File: src/rtl/lsu_pkg.sv
// Shared types and funct3 encodings for the RV32I load/store unit.
package lsu_pkg;

   localparam int FUNCT3_W = 3;

   localparam logic [FUNCT3_W-1:0] F3_B  = 3'b000;
   localparam logic [FUNCT3_W-1:0] F3_H  = 3'b001;
   localparam logic [FUNCT3_W-1:0] F3_W  = 3'b010;
   localparam logic [FUNCT3_W-1:0] F3_BU = 3'b100;
   localparam logic [FUNCT3_W-1:0] F3_HU = 3'b101;

   typedef enum logic [1:0] {
      EXC_NONE     = 2'b00,
      EXC_MISALIGN = 2'b01,
      EXC_TIMEOUT  = 2'b10,
      EXC_ILLEGAL  = 2'b11
   } lsu_exc_t;

   typedef enum logic [1:0] {
      IDLE     = 2'b00,
      WAIT_ACK = 2'b01,
      RESP     = 2'b10
   } lsu_state_t;

endpackage

File: src/rtl/lsu_align.sv
// Combinational lane steering: byte enables, store replication, load extraction
// with sign/zero extension, and request legality checks.
module lsu_align
   import lsu_pkg::*;
(
   input  logic                is_store,
   input  logic [FUNCT3_W-1:0] funct3,
   input  logic [1:0]          addr_lo,
   input  logic [31:0]         wdata,
   input  logic [31:0]         rdata,
   output logic [3:0]          be,
   output logic [31:0]         wdata_lane,
   output logic [31:0]         rdata_ext,
   output logic                misaligned,
   output logic                illegal
);

   logic [31:0]        shifted;
   logic signed [7:0]  byte_s;
   logic signed [15:0] half_s;

   always_comb begin
      illegal    = is_store ? (funct3 > F3_W)
                            : (funct3 == 3'b011 || funct3[2:1] == 2'b11);
      misaligned = (funct3[1:0] == 2'b01 && addr_lo[0]) ||
                   (funct3[1:0] == 2'b10 && addr_lo != 2'b00);

      be         = 4'b1111;
      wdata_lane = wdata;
      case (funct3[1:0])
         2'b00: begin
            be         = 4'b0001 << addr_lo;
            wdata_lane = {4{wdata[7:0]}};
         end
         2'b01: begin
            be         = 4'b0011 << addr_lo;
            wdata_lane = {2{wdata[15:0]}};
         end
         default: be = 4'b1111;
      endcase
      // Loads always fetch the whole word; extraction happens on the way back.
      if (!is_store) be = 4'b0000;

      shifted   = rdata >> {addr_lo, 3'b000};
      byte_s    = shifted[7:0];
      half_s    = shifted[15:0];
      rdata_ext = shifted;
      case (funct3)
         F3_B:    rdata_ext = 32'(byte_s);
         F3_H:    rdata_ext = 32'(half_s);
         F3_BU:   rdata_ext = {24'd0, shifted[7:0]};
         F3_HU:   rdata_ext = {16'd0, shifted[15:0]};
         default: rdata_ext = shifted;
      endcase
   end

endmodule

File: src/rtl/lsu.sv
// Load/store unit: one request/ack transaction on the data-memory port per
// execute-stage op, with timeout abort and a one-cycle writeback response.
module lsu
   import lsu_pkg::*;
#(
   parameter int TIMEOUT_CYCLES = 255
) (
   input  logic                clk,
   input  logic                rst_n,
   input  logic                req_valid,
   output logic                req_ready,
   input  logic                req_is_store,
   input  logic [FUNCT3_W-1:0] req_funct3,
   input  logic [31:0]         req_addr,
   input  logic [31:0]         req_wdata,
   input  logic [4:0]          req_rd,
   output logic                mem_req,
   output logic                mem_we,
   output logic [31:0]         mem_addr,
   output logic [31:0]         mem_wdata,
   output logic [3:0]          mem_be,
   input  logic                mem_ack,
   input  logic [31:0]         mem_rdata,
   output logic                rsp_valid,
   output logic [31:0]         rsp_data,
   output logic [4:0]          rsp_rd,
   output logic [1:0]          rsp_exc
);

   localparam int CNT_W = (TIMEOUT_CYCLES < 2) ? 1 : $clog2(TIMEOUT_CYCLES);
   localparam logic [CNT_W-1:0] CNT_LAST =
      (TIMEOUT_CYCLES == 0) ? '0 : CNT_W'(TIMEOUT_CYCLES - 1);
   localparam bit TIMEOUT_EN = (TIMEOUT_CYCLES != 0);

   lsu_state_t          state, state_nxt;
   logic [CNT_W-1:0]    cnt;
   logic                is_store_q;
   logic [FUNCT3_W-1:0] funct3_q;
   logic [1:0]          addr_lo_q;
   logic [4:0]          rd_q;

   logic                al_store;
   logic [FUNCT3_W-1:0] al_funct3;
   logic [1:0]          al_addr_lo;
   logic [3:0]          al_be;
   logic [31:0]         al_wdata;
   logic [31:0]         al_rdata;
   logic                al_misaligned;
   logic                al_illegal;
   logic                timeout_hit;

   // The aligner decodes the live request in IDLE and the captured one afterwards.
   assign al_store   = (state == IDLE) ? req_is_store       : is_store_q;
   assign al_funct3  = (state == IDLE) ? req_funct3         : funct3_q;
   assign al_addr_lo = (state == IDLE) ? req_addr[1:0]      : addr_lo_q;

   lsu_align u_align (
      .is_store   (al_store),
      .funct3     (al_funct3),
      .addr_lo    (al_addr_lo),
      .wdata      (req_wdata),
      .rdata      (mem_rdata),
      .be         (al_be),
      .wdata_lane (al_wdata),
      .rdata_ext  (al_rdata),
      .misaligned (al_misaligned),
      .illegal    (al_illegal)
   );

   assign req_ready   = (state == IDLE);
   assign timeout_hit = TIMEOUT_EN && (cnt == CNT_LAST);

   always_ff @(posedge clk or negedge rst_n) begin
      if (!rst_n) state <= IDLE;
      else        state <= state_nxt;
   end

   always_comb begin
      state_nxt = state;
      case (state)
         IDLE: begin
            if (req_valid)
               state_nxt = (al_illegal || al_misaligned) ? RESP : WAIT_ACK;
         end
         WAIT_ACK: begin
            if (mem_ack || timeout_hit) state_nxt = RESP;
         end
         RESP:    state_nxt = IDLE;
         default: state_nxt = IDLE;
      endcase
   end

   always_ff @(posedge clk or negedge rst_n) begin
      if (!rst_n) begin
         mem_req    <= 1'b0;
         mem_we     <= 1'b0;
         mem_addr   <= '0;
         mem_wdata  <= '0;
         mem_be     <= '0;
         rsp_valid  <= 1'b0;
         rsp_data   <= '0;
         rsp_rd     <= '0;
         rsp_exc    <= EXC_NONE;
         cnt        <= '0;
         is_store_q <= 1'b0;
         funct3_q   <= '0;
         addr_lo_q  <= '0;
         rd_q       <= '0;
      end else begin
         case (state)
            IDLE: begin
               if (req_valid) begin
                  is_store_q <= req_is_store;
                  funct3_q   <= req_funct3;
                  addr_lo_q  <= req_addr[1:0];
                  rd_q       <= req_rd;
                  cnt        <= '0;
                  // Illegal outranks misaligned; neither touches memory.
                  if (al_illegal || al_misaligned) begin
                     rsp_valid <= 1'b1;
                     rsp_data  <= '0;
                     rsp_rd    <= '0;
                     rsp_exc   <= al_illegal ? EXC_ILLEGAL : EXC_MISALIGN;
                  end else begin
                     mem_req   <= 1'b1;
                     mem_we    <= req_is_store;
                     mem_addr  <= {req_addr[31:2], 2'b00};
                     mem_wdata <= al_wdata;
                     mem_be    <= al_be;
                  end
               end
            end
            WAIT_ACK: begin
               if (mem_ack) begin
                  mem_req   <= 1'b0;
                  rsp_valid <= 1'b1;
                  rsp_data  <= is_store_q ? 32'd0 : al_rdata;
                  rsp_rd    <= is_store_q ? 5'd0 : rd_q;
                  rsp_exc   <= EXC_NONE;
               end else if (timeout_hit) begin
                  mem_req   <= 1'b0;
                  rsp_valid <= 1'b1;
                  rsp_data  <= '0;
                  rsp_rd    <= '0;
                  rsp_exc   <= EXC_TIMEOUT;
               end else begin
                  cnt <= cnt + 1'b1;
               end
            end
            RESP: rsp_valid <= 1'b0;
            default: rsp_valid <= 1'b0;
         endcase
      end
   end

endmodule

File: config.mk
export PLATFORM = sky130hd
export DESIGN_NAME = lsu
export DESIGN_NICKNAME = d
export VERILOG_FILES = /design/src/rtl/lsu_pkg.sv /design/src/rtl/lsu_align.sv /design/src/rtl/lsu.sv
export SDC_FILE = /design/constraint.sdc
export NUM_CORES = 1
export LEC_CHECK = 0
export CORE_MARGIN = 2
export CORE_UTILIZATION = 40
export CTS_BUF_LIST = sky130_fd_sc_hd__clkbuf_8
export CTS_CLUSTER_DIAMETER = 120
export CTS_CLUSTER_SIZE = 40
export DETAILED_ROUTE_END_ITERATION = 12
export PLACE_DENSITY = 0.73
export SYNTH_ARGS = -nofsm -noshare
export SYNTH_HDL_FRONTEND = slang
export SYNTH_SLANG_ARGS = --single-unit
export TNS_END_PERCENT = 30
File: constraint.sdc
create_clock -name clk -period 4.3 [get_ports clk]
set_clock_uncertainty 0.1 [all_clocks]
set_input_delay 0.86 -clock clk [delete_from_list [all_inputs] [get_ports clk]]
set_output_delay 0.86 -clock clk [all_outputs]
set_load 0.1 [all_outputs]
After elaboration in Yosys (flattened, before gate mapping) --
Cells that the tools add are included.
Word-level totals: register bits after elaboration 129, output and inout bits 111
Cells by class: add/subtract/negate cells 1, magnitude comparators 1, eq/ne operators 16, shifts and indexed selects 3, multiplexer cells 44, bitwise gates (word level) 1, reductions and logical operators 18
Operator list (count):
- $mux W32 | 5
- $pmux W32 S2 | 2
- $pmux W32 S4 | 1
- $shr A32 B5 Y32 | 1
- $mux W5 | 5
- $mux W8 | 3
- $mux W2 | 9
- $pmux W8 S2 | 1
- $reduce_and A4 Y1 | 3
- $mux W1 | 10
- $ne A2 B2 Y1 const B | 5
- $pmux W5 S2 | 1
- $add A8 B1 Y8 const B | 1
- $eq A8 B8 Y1 const B | 1
- $pmux W2 S2 | 2
- $pmux W4 S2 | 1
- $eq A3 B3 Y1 const B | 2
- $reduce_and A3 Y1 | 2
- $eq A2 B1 Y1 const B | 2
- $eq A2 B2 Y1 const B | 2
- $logic_not A2 Y1 | 2
- $logic_or A1 B1 Y1 | 4
- $mux W4 | 1
- $pmux W1 S2 | 2
- 13 further kinds | 16

Depth between registers and ports, before layout --
depth after elaboration 9, mapped depth 10

Cells and area by module --
A second synthesis with hierarchy kept.
Unflattened totals: cell total of the unflattened synthesis 536, area, all modules 6540.0 um2
By module, submodules not included:
- lsu | instances 1, cells an instance 341, area each 5142.4 um2, seq. area each 3228.1 um2
- lsu_align | instances 1, cells an instance 195, area each 1397.6 um2, seq. area each 0.0 um2

Worst setup path before layout --
Ideal clock, no wire load.
path type input to register, start point input req_addr[1], end point register rsp_data[22], arrival 2.459 ns, path slack 1.606 ns, cell stages on the path 6, path buffers 1, cell sequence mux2i_2 > mux2i_1 > mux2i_1 > o2111ai_1 > buf_2 > o211ai_1
On the way: longest elaborated chain between the ends 7, elaborated cells on any way between the ends 12, classes of those cells 1 x eq/ne; 1 x shift; 5 x mux; 5 x reduce/logical
RTL lines:
- start: declaration | RTL line lsu.sv:14 | input logic [31:0] req_addr,
- $mux W2 (*) | RTL line lsu.sv:55 | assign al_addr_lo = (state == IDLE) ? req_addr[1:0] : addr_lo_q;
- branches (longest 6 deep; another with $shr A32 B5 Y32)
- end signal: assignment | RTL line lsu.sv:137 | rsp_data <= is_store_q ? 32'd0 : al_rdata;
- end: declaration | RTL line lsu.sv:25 | output logic [31:0] rsp_data,
Every way passes the cells marked *. A chain may end at the register's enable or synchronous reset.

Final worst setup path --
start point register state[1], end point output req_ready
On the way: longest elaborated chain between the ends 1
RTL lines:
- start: declaration | RTL line lsu.sv:35 | lsu_state_t state, state_nxt;
- start signal: assignment | RTL line lsu.sv:75 | else state <= state_nxt;
- $logic_not A2 Y1 | RTL line lsu.sv:70 | assign req_ready = (state == IDLE);
- end: declaration | RTL line lsu.sv:11 | output logic req_ready,
No other way between the ends.

==> impl_results.md <==
* Final hold vios at 0
* Cell count after placement at 925
* Initial core utilization at 41.08%
* Slew Limit Fails at 0
* # resized after CTS at 0
* Hold buffer count at cts at 0
* Port Buffer Count at 217
* CTS tree: built
* Most frequent cells after synthesis: dfrtp_1 (129), nand2_1 (120), mux2_2 (49)
* Worst path bufs/invs at 1
* Die area at 0.01592 mm^2
* Flip-flop and latch count after synthesis at 129
* MaxCap Viol Count at 0
* Adder-Cell Fraction of Synth Area at 0.4191%
* Final nets at 871
* Hold Crit Class: reg -> reg
* Primary FF master, synth: dfrtp_1
* Simple-gate portion of the synthesized area at 12.76%
* RSZ-0062 raised after global routing: false
* Mean number of vias per cell at 5.347
* DR vias at 5117
* Synth top area share at 54.07%
* Synth area leaders: dfrtp_1 (54%), mux2_2 (9.2%), nand2_1 (7.5%), mux2i_1 (5.7%), a22oi_1 (1.9%)
* Register area share after synthesis at 54.07%
* Postcts setup bufs at 0
* Unique cell type count in the Yosys netlist at 51
* R2r setup slk at 1.07 ns
* Clk_lat worst skew at 0.44 ns
* Setup WS pre-CTS at 0.6996 ns
* CP max FO at 19
* Fillers at 1224
* Mux contribution to synthesized area at 15.17%
* Synthesized area per cell at 10.92 um^2
* Final Wtd Congestion at 0.8216
* Initial antenna violation count at 0
* Final ANT Viol Nets at 0
* Core ar. at 0.01453 mm^2
* Final setup violation count at 0
* CP delay by family, top: buffers and inverters
* Yosys warns at 0
* Register area at 0.003228 mm^2
* Post-synthesis cell area at 0.005971 mm^2
* Worst Path Required at 3.34 ns
* Max H-tree Level at 4
* Number of flops mapped to enable cells by yosys at 0
* Multi-input combinational cell area at 0.002577 mm^2
* Final Instance Count excl. Fillers at 957
* Largest net degree at the start of global routing at 111
* Root buf cell: clkbuf_8
* I/O pins at 220
* Xor and xnor fraction of the mapped netlist area at 0.7334%
* Crit path capture type: primary output
* Max_slew headroom at 28.75%
* Die height at 126.2 um
* Critical path's slowest cell: clkdlybuf4s50_1
* Async set or reset register ratio after synthesis at 100.0%
* Final wirelength at 18.07 mm
* Final period util at 82.35%
* Worst-path clk slew at 0.07 ns
* Setup CP Type: reg -> out
* Area grow syn2layout at 46.00%
* Setup slack after layout at 0.7590 ns
* Period minus WS final at 3.541 ns
* N_diodes at 0
* Fmax at 282.4 MHz
* Layout cells sized above 1 at 12.81%
* Clk sink count at 129
* Actual slew at the worst max-slew pin at 1.065 ns
* First-pass GRT wire length at 28.97 mm
* Largest family of logic cells by synthesized area: multiplexers
* Grt ovf at 0
* # DRC at 0
* Routed len/inst at 18.88 um
* Complex-gate fraction of the synthesized area at 13.37%
* Crit-path max cell delay at 1.20 ns
* Critical path startpoint category: register
* Cells after Synth at 547
* Worst Path Arrival at 2.58 ns
* Number of global-route vias before repair at 5398
* Status: finished, final reports clean
* Site row count at 44
* Chip Width at 126.2 um
* Num CTS Buffers at 17
* Final HPWL DP at 13.05 mm
* Setup_tns at 0 ns
* Yosys top cell by area: dfrtp_1
* Cells along the critical path: nor2_8, clkdlybuf4s50_1
* Number of detailed-route iterations in the first pass at 4
* Most frequent cell after synthesis: dfrtp_1
* Drt initial violations at 240
* Clock tree buffer depth at 2
* All-Layer GR Usage at 23.26%
==> stage by stage <==
step	instance area, um^2	util (%)	hold slack [ns]
final	8717	59.98	0.3762
after global routing	8717	59.98	0.3957
after CTS	8717	59.98	0.3809
after detailed placement	8303	57.13	0.3645
after global placement	8303	57.13	0.3573
after floorplan	5974	-	0.3461
==> path summary, 6_finish.rpt <==
| path | from | endpoint | cells after the start |
|---|---|---|---|
| setup / recovery | state[1] | req_ready | 2 |
| hold / removal | mem_wdata[30] | mem_wdata[30] | 1 |
| setup reg to reg | state[1] | mem_addr[19] | 5 |
| hold reg to reg | mem_wdata[30] | mem_wdata[30] | 1 |
| max in group asynchronous | rst_n | mem_addr[21] | 2 |
| min in group asynchronous | rst_n | rsp_rd[1] | 1 |
==> worst reg2reg max path: stages (launching register included) <==
cell	delay, ns
dfrtp_1	0.54
nor2_8	0.39
mux2_2	0.51
or3_1	0.30
a21o_4	0.79
mux2_2	0.48
==> per-layer routing <==
metal / share of wire (%) / global-route usage [%] / vias up / wire length [um]
met4: 1.3 / 6.464 / 0 / 242
met1: 40 / 27.43 / 2527 / 7211
li1: - / - / 2364 / -
met5: 0 / 0 / - / 0
met2: 49 / 38.52 / 210 / 8796
met3: 10 / 10.58 / 16 / 1817
==> area by class of cell <==
cell class | count | share of cell area (%)
Multi-Input combinational cell | 379 | 29.57
Sequential cell | 129 | 37.03
Tap cell | 184 | 2.641
Clock inverter | 12 | 1.593
Clock buffer | 20 | 3.158
Inverter | 7 | 0.3014
Timing Repair Buffer | 226 | 25.71
==> logic make-up (layout without fill, tap and decap cells) <==
logic type      Yosys count  count (layout)
compound gates          107             107
xor+xnor                  5               5
fa+ha+maj                 2               2
buf+inv                  40             265
flops                   129             129
mux                      84              84
other cells               1               2
simple gates            179             179
==> layout by cell type, fill, tap and decap left out, types with 2 or more instances in the layout <==
cell	n
a211o_1	8
a211oi_1	3
a21o_1	9
a21oi_1	6
a22o_1	6
a22oi_1	15
a311oi_1	7
a32o_1	7
and2_1	2
buf_4	9
bufinv_16	3
clkbuf_8	20
clkdlybuf4s50_1	216
clkinv_2	6
clkinvlp_4	2
conb_1	2
dfrtp_1	129
ha_1	2
inv_1	7
mux2_2	49
mux2i_1	33
mux2i_2	2
nand2_1	120
nand3_1	14
nor2_1	27
nor2b_1	2
nor3_1	2
o211ai_1	10
o21a_1	2
o21ai_0	20
o31a_1	2
o31ai_1	3
or3_1	2
or4_1	2
xnor2_1	2
xor2_1	3
==> sequential cells by signal (all words and copies together) (netlist names), 2 cells and up <==
register and cells:
rsp_exc 2, addr_lo_q 2, funct3_q 3, rsp_rd 5
mem_be 4, rsp_data 32, mem_addr 30, cnt 8
mem_wdata 32, state 2, rd_q 5
Power is not shown: default switching activity piles up to over one toggle a cycle in this logic, so the estimate is an artifact.
==> variant 1: new RTL, config.mk and constraints unchanged <==
Change the package constant `FUNCT3_W` from 3 to 6.
--- a/src/rtl/lsu_pkg.sv
+++ b/src/rtl/lsu_pkg.sv
@@ -2,5 +2,5 @@
 package lsu_pkg;
 
-   localparam int FUNCT3_W = 3;
+   localparam int FUNCT3_W = 6;
 
    localparam logic [FUNCT3_W-1:0] F3_B  = 3'b000;
Ports: changed (resized req_funct3); port bits go from 220 to 223. No check against the original RTL was run, so the function may have changed too.
==> variant 1 against the unedited design <==
Sequential cell count is 3 higher. Final cell count grew 8.9%. Worst setup slack better by 0.17 ns. Final area grew 4.3%. Area after synthesis grew 5.0%. Wire length shrank 1.7%. Register-to-register slack lost 0.14 ns. Synthesized cell count increased by 11%. Hold slack improved by 0.0030 ns. Critical endpoint is now mem_addr[14].
Power is left out: the tool's default activity adds up to more than one toggle a clock period on the data nets, which glitch-free logic cannot reach.
==> variant 1: results (changes against the unedited design) <==
yosys-top-cells-count: "dfrtp_1 (132), nand2_1 (125), mux2_1 (38)"
buffers_excl_clock: 231  # +2.2%
status: "finished clean"
cp.arrival_ns: 3.58  # +1.00 ns
root_buffer: "clkbuf_8"
grtUsageMet3: 0.0512  # -0.0546
dp.cells: 1010  # +9.2%
rows: 45  # +2.3%
fin_nets: 932  # +7.0%
n_sequential_cell: 132  # +2.3%
drtIter0Drc: 470  # +96%
place_area_um2: 8670  # +4.4%
ys_types: 59  # +16%
grt_usage: 0.220  # -0.0127
critical-path-top-delay-family: "multiplexers"
reg2reg_depth: 7  # +2
ys_seq_area_frac: 0.527  # -0.0139
cp_max_fo: 98  # +79
grt_pass1_vias: 5521  # +2.3%
hpwl_um: 13100  # +0.16%
met1_usage: 0.283  # +0.00855
worst_pin_slew_ns: 1.07  # +0.00187 ns
nonClkBufAreaFrac: 0.253  # -0.00445
drt-pass1-iter-count: 5  # +1
grt_max_degree: 120  # +8.1%
grt_first_pass_wirelength_um: 28700  # -1.0%
slowest_stage: "mux2_2"
met2_usage: 0.366  # -0.0193
clkCellAreaFrac: 0.0461  # -0.00139
multiInputGateArea_um2: 2780  # +7.7%
gp_congestion: 0.864  # +5.2%
dr_wl_met2_um: 8650  # -1.7%
portBuffers: 220  # +1.4%
multi_input_area_share: 0.305  # +0.00980
vias_per_cell: 5.20  # -2.7%
synth_area_per_cell_um2: 10.3  # -5.2%
nFillCells: 1290  # +5.4%
final-seq-area_um2: 3300  # +2.3%
yosys_warnings: 0  # unchanged
dp_slack_ns: 0.733  # +0.0336 ns
multi_input_gates: 428  # +13%
worstHoldPathCells: 2  # +1
inv_count: 8  # +1
wirelength_um: 17800  # -1.7%
cpPeakStageDelay_ns: 0.60  # -0.60 ns
variant 1: cell types whose count changed in the layout (fill, tap and decap cells not counted), sizes merged, moves of 7 or more:
cell	before	now
a22o	6	14
o2bb2ai	0	7
a22oi	15	1
a31oi	2	9
o211ai	10	1
a211o	8	1
a21oi	6	30
o21ai	21	48
a311oi	8	0
variant 1: final timing paths:
check	slack, ns	from	to
min	0.38	rd_q[0]	rd_q[0]
max reg2reg	0.93	state[1]	mem_addr[14]
min reg2reg	0.38	rd_q[0]	rd_q[0]
max in group asynchronous	2.77	rst_n	rd_q[2]
min in group asynchronous	0.49	rst_n	mem_addr[19]
max	0.93	state[1]	mem_addr[14]
variant 1: logic make-up (layout without fill, tap and decap cells):
kind of cell    after synthesis  in the layout  share of synthesized area
xor+xnor                      4              4                    0.00559
mux                          81             81                      0.139
fa+ha+maj                     2              2                    0.00399
buf+inv                      47            271                     0.0335
flops                       132            132                      0.527
other cells                   1              2                   0.000598
simple gates                190            190                      0.129
compound gates              149            149                      0.161
==> variant 2: new RTL, config.mk and constraints unchanged <==
Made on the original files. Make the reset (`rst_n`) synchronous in 2 clocked blocks.
--- a/src/rtl/lsu.sv
+++ b/src/rtl/lsu.sv
@@ -71,5 +71,5 @@
    assign timeout_hit = TIMEOUT_EN && (cnt == CNT_LAST);
 
-   always_ff @(posedge clk or negedge rst_n) begin
+   always_ff @(posedge clk) begin
       if (!rst_n) state <= IDLE;
       else        state <= state_nxt;
@@ -91,5 +91,5 @@
    end
 
-   always_ff @(posedge clk or negedge rst_n) begin
+   always_ff @(posedge clk) begin
       if (!rst_n) begin
          mem_req    <= 1'b0;
Behaviour: differs if rst_n is asserted again (counterexample within 4 cycles, from zero or initial values and one cycle with rst_n low); with rst_n held inactive, the same outputs for 4 cycles.
==> variant 2 against the unedited design <==
Area after synthesis decreased by 3.0%. Critical path depth increased by 5. Final area shrank 3.4%. Wire length rose by 2.1%. Worst setup slack improved by 0.24 ns. Highest routed layer unchanged. Critical path type is now reg2reg. Critical endpoint is now rsp_data[17]. Sequential cell count stayed put. First-iteration DRC count rose by 80%.
==> variant 2: results (changes against the unedited design) <==
p_sw_mw: 1.78
ctsHtreeMaxLevel: 4  # unchanged
clk_pin_slew_ns: 0.08
hpwl_um: 13400  # +2.5%
reg.largest.list: "mem_wdata: 32 flops, rsp_data: 32 flops, mem_addr: 30 flops"
yosys-top-cells-count: "nand2_1 (224), dfxtp_1 (129), a21boi_0 (52)"
synth-compound-area-share: 0.236  # +0.102
ys_seq_area_frac: 0.446  # -0.0949
grt_max_degree: 86  # -23%
clk_path_buf_depth: 2  # unchanged
synth_async_sr_flop_share: 0  # -1.00
via_count: 5802  # +13%
gp_congestion: 0.868  # +5.6%
ys_types: 58  # +14%
antenna_found_initial: 0  # unchanged
worstHoldPathCells: 2  # +1
synthAdderAreaFrac: 0.00432  # +0.000129
synthTopCellsByArea: "dfxtp_1 (45%), nand2_1 (15%), a21boi_0 (6.7%), a21oi_1 (4.1%), o211a_1 (2.9%)"
yosys_warnings: 0  # unchanged
place_area_um2: 8060  # -2.9%
root_buffer: "clkbuf_8"
drive_above_1_share: 0.0622  # -0.0659
power_leakage_nw: 3.27
grt_first_pass_wirelength_um: 29100  # +0.40%
synth_xor_area_frac: 0.00454  # -0.00280
drtIter0Drc: 431  # +80%
reg2reg_depth: 7  # +2
slew_violations: 0  # unchanged
wirelength_um: 18500  # +2.1%
cts_resized: 0  # unchanged
status: "finished clean"
portBuffers: 217  # unchanged
clk_latency_ns: 0.45
drt-pass1-iter-count: 5  # +1
cp_max_fo: 25  # +6
yosysMostFrequentCell: "nand2_1"
grt_pass1_vias: 5545  # +2.7%
cts-buffers-inserted: 17  # unchanged
worst_pin_slew_ns: 1.03  # -0.0342 ns
synth_mux_area_frac: 0.0235  # -0.128
synth_flop_cell: "dfxtp_1"
grt_usage: 0.235  # +0.00266
cp.arrival_ns: 3.49  # +0.91 ns
cts_setup_buffers: 0  # unchanged
fin_nets: 1031  # +18%
-- variant 2: per-layer routing --
| layer | track usage | vias to the layer above | part of all wire |
|---|---|---|---|
| li1 | - | 2880 | - |
| met1 | 0.280 | 2624 | 0.41 |
| met2 | 0.373 | 259 | 0.45 |
| met3 | 0.0975 | 39 | 0.10 |
| met4 | 0.103 | 0 | 0.030 |
| met5 | 0 | - | 0 |
-- variant 2: path summary, 6_finish.rpt --
path / from / to / slack (ns)
max: state[1] / rsp_data[17] / 1.0
min: rsp_data[28] / rsp_data[28] / 0.35
max reg2reg: state[1] / rsp_data[17] / 1.0
min reg2reg: rsp_data[28] / rsp_data[28] / 0.35
-- variant 2: critical path, stage by stage, from the launching register on --
cell      delay, ns
dfxtp_1        0.57
or2_1          0.35
inv_4          0.17
mux2_4         0.44
mux2i_1        0.27
a221oi_1       0.15
o21ai_1        0.83
o21ai_0        0.25
-- variant 2: logic make-up (layout without fill, tap and decap cells) --
logic type,after synthesis,after routing
adder cells (fa/ha/maj),2,2
multiplexers,12,12
buffers and inverters,54,262
other,1,2
AND/OR/NAND/NOR,328,328
AO/OA/AOI/OAI,195,195
XOR/XNOR,3,3
flip-flops,129,129
-- variant 2: per-stage QoR --
| stage | util | instances | worst slack [ns] | power, mW |
|---|---|---|---|---|
| final | 0.602 | 1113 | 0.999 | 4.02 |
| after CTS | 0.602 | 1113 | 1.07 | 4.05 |
| after global routing | 0.602 | 1113 | 0.730 | 4.21 |
| after floorplan | - | 725 | 1.66 | 2.63 |
| after global placement | 0.576 | 1081 | 0.808 | 3.08 |
| after detailed placement | 0.576 | 1081 | 0.730 | 3.09 |
-- variant 2: layout make-up --
cell class | instances | area, um^2
Clock buffer | 18 | 248
Clock inverter | 14 | 115
Fill cell | 1311 | 5570
Inverter | 3 | 13.8
Multi-Input combinational cell | 542 | 2990
Sequential cell | 129 | 2580
Tap cell | 180 | 225
Timing Repair Buffer | 227 | 2250
-- variant 2: power by group through the flow --
stage / clock [mW] / sequential, mW / combinational (mW)
global placement: 0 / 1.40 / 1.68
global route: 1.04 / 1.39 / 1.78
finish: 0.962 / 1.38 / 1.69
CTS: 0.986 / 1.38 / 1.69
floorplan: 0 / 2.08 / 0.543
detailed placement: 0 / 1.40 / 1.68
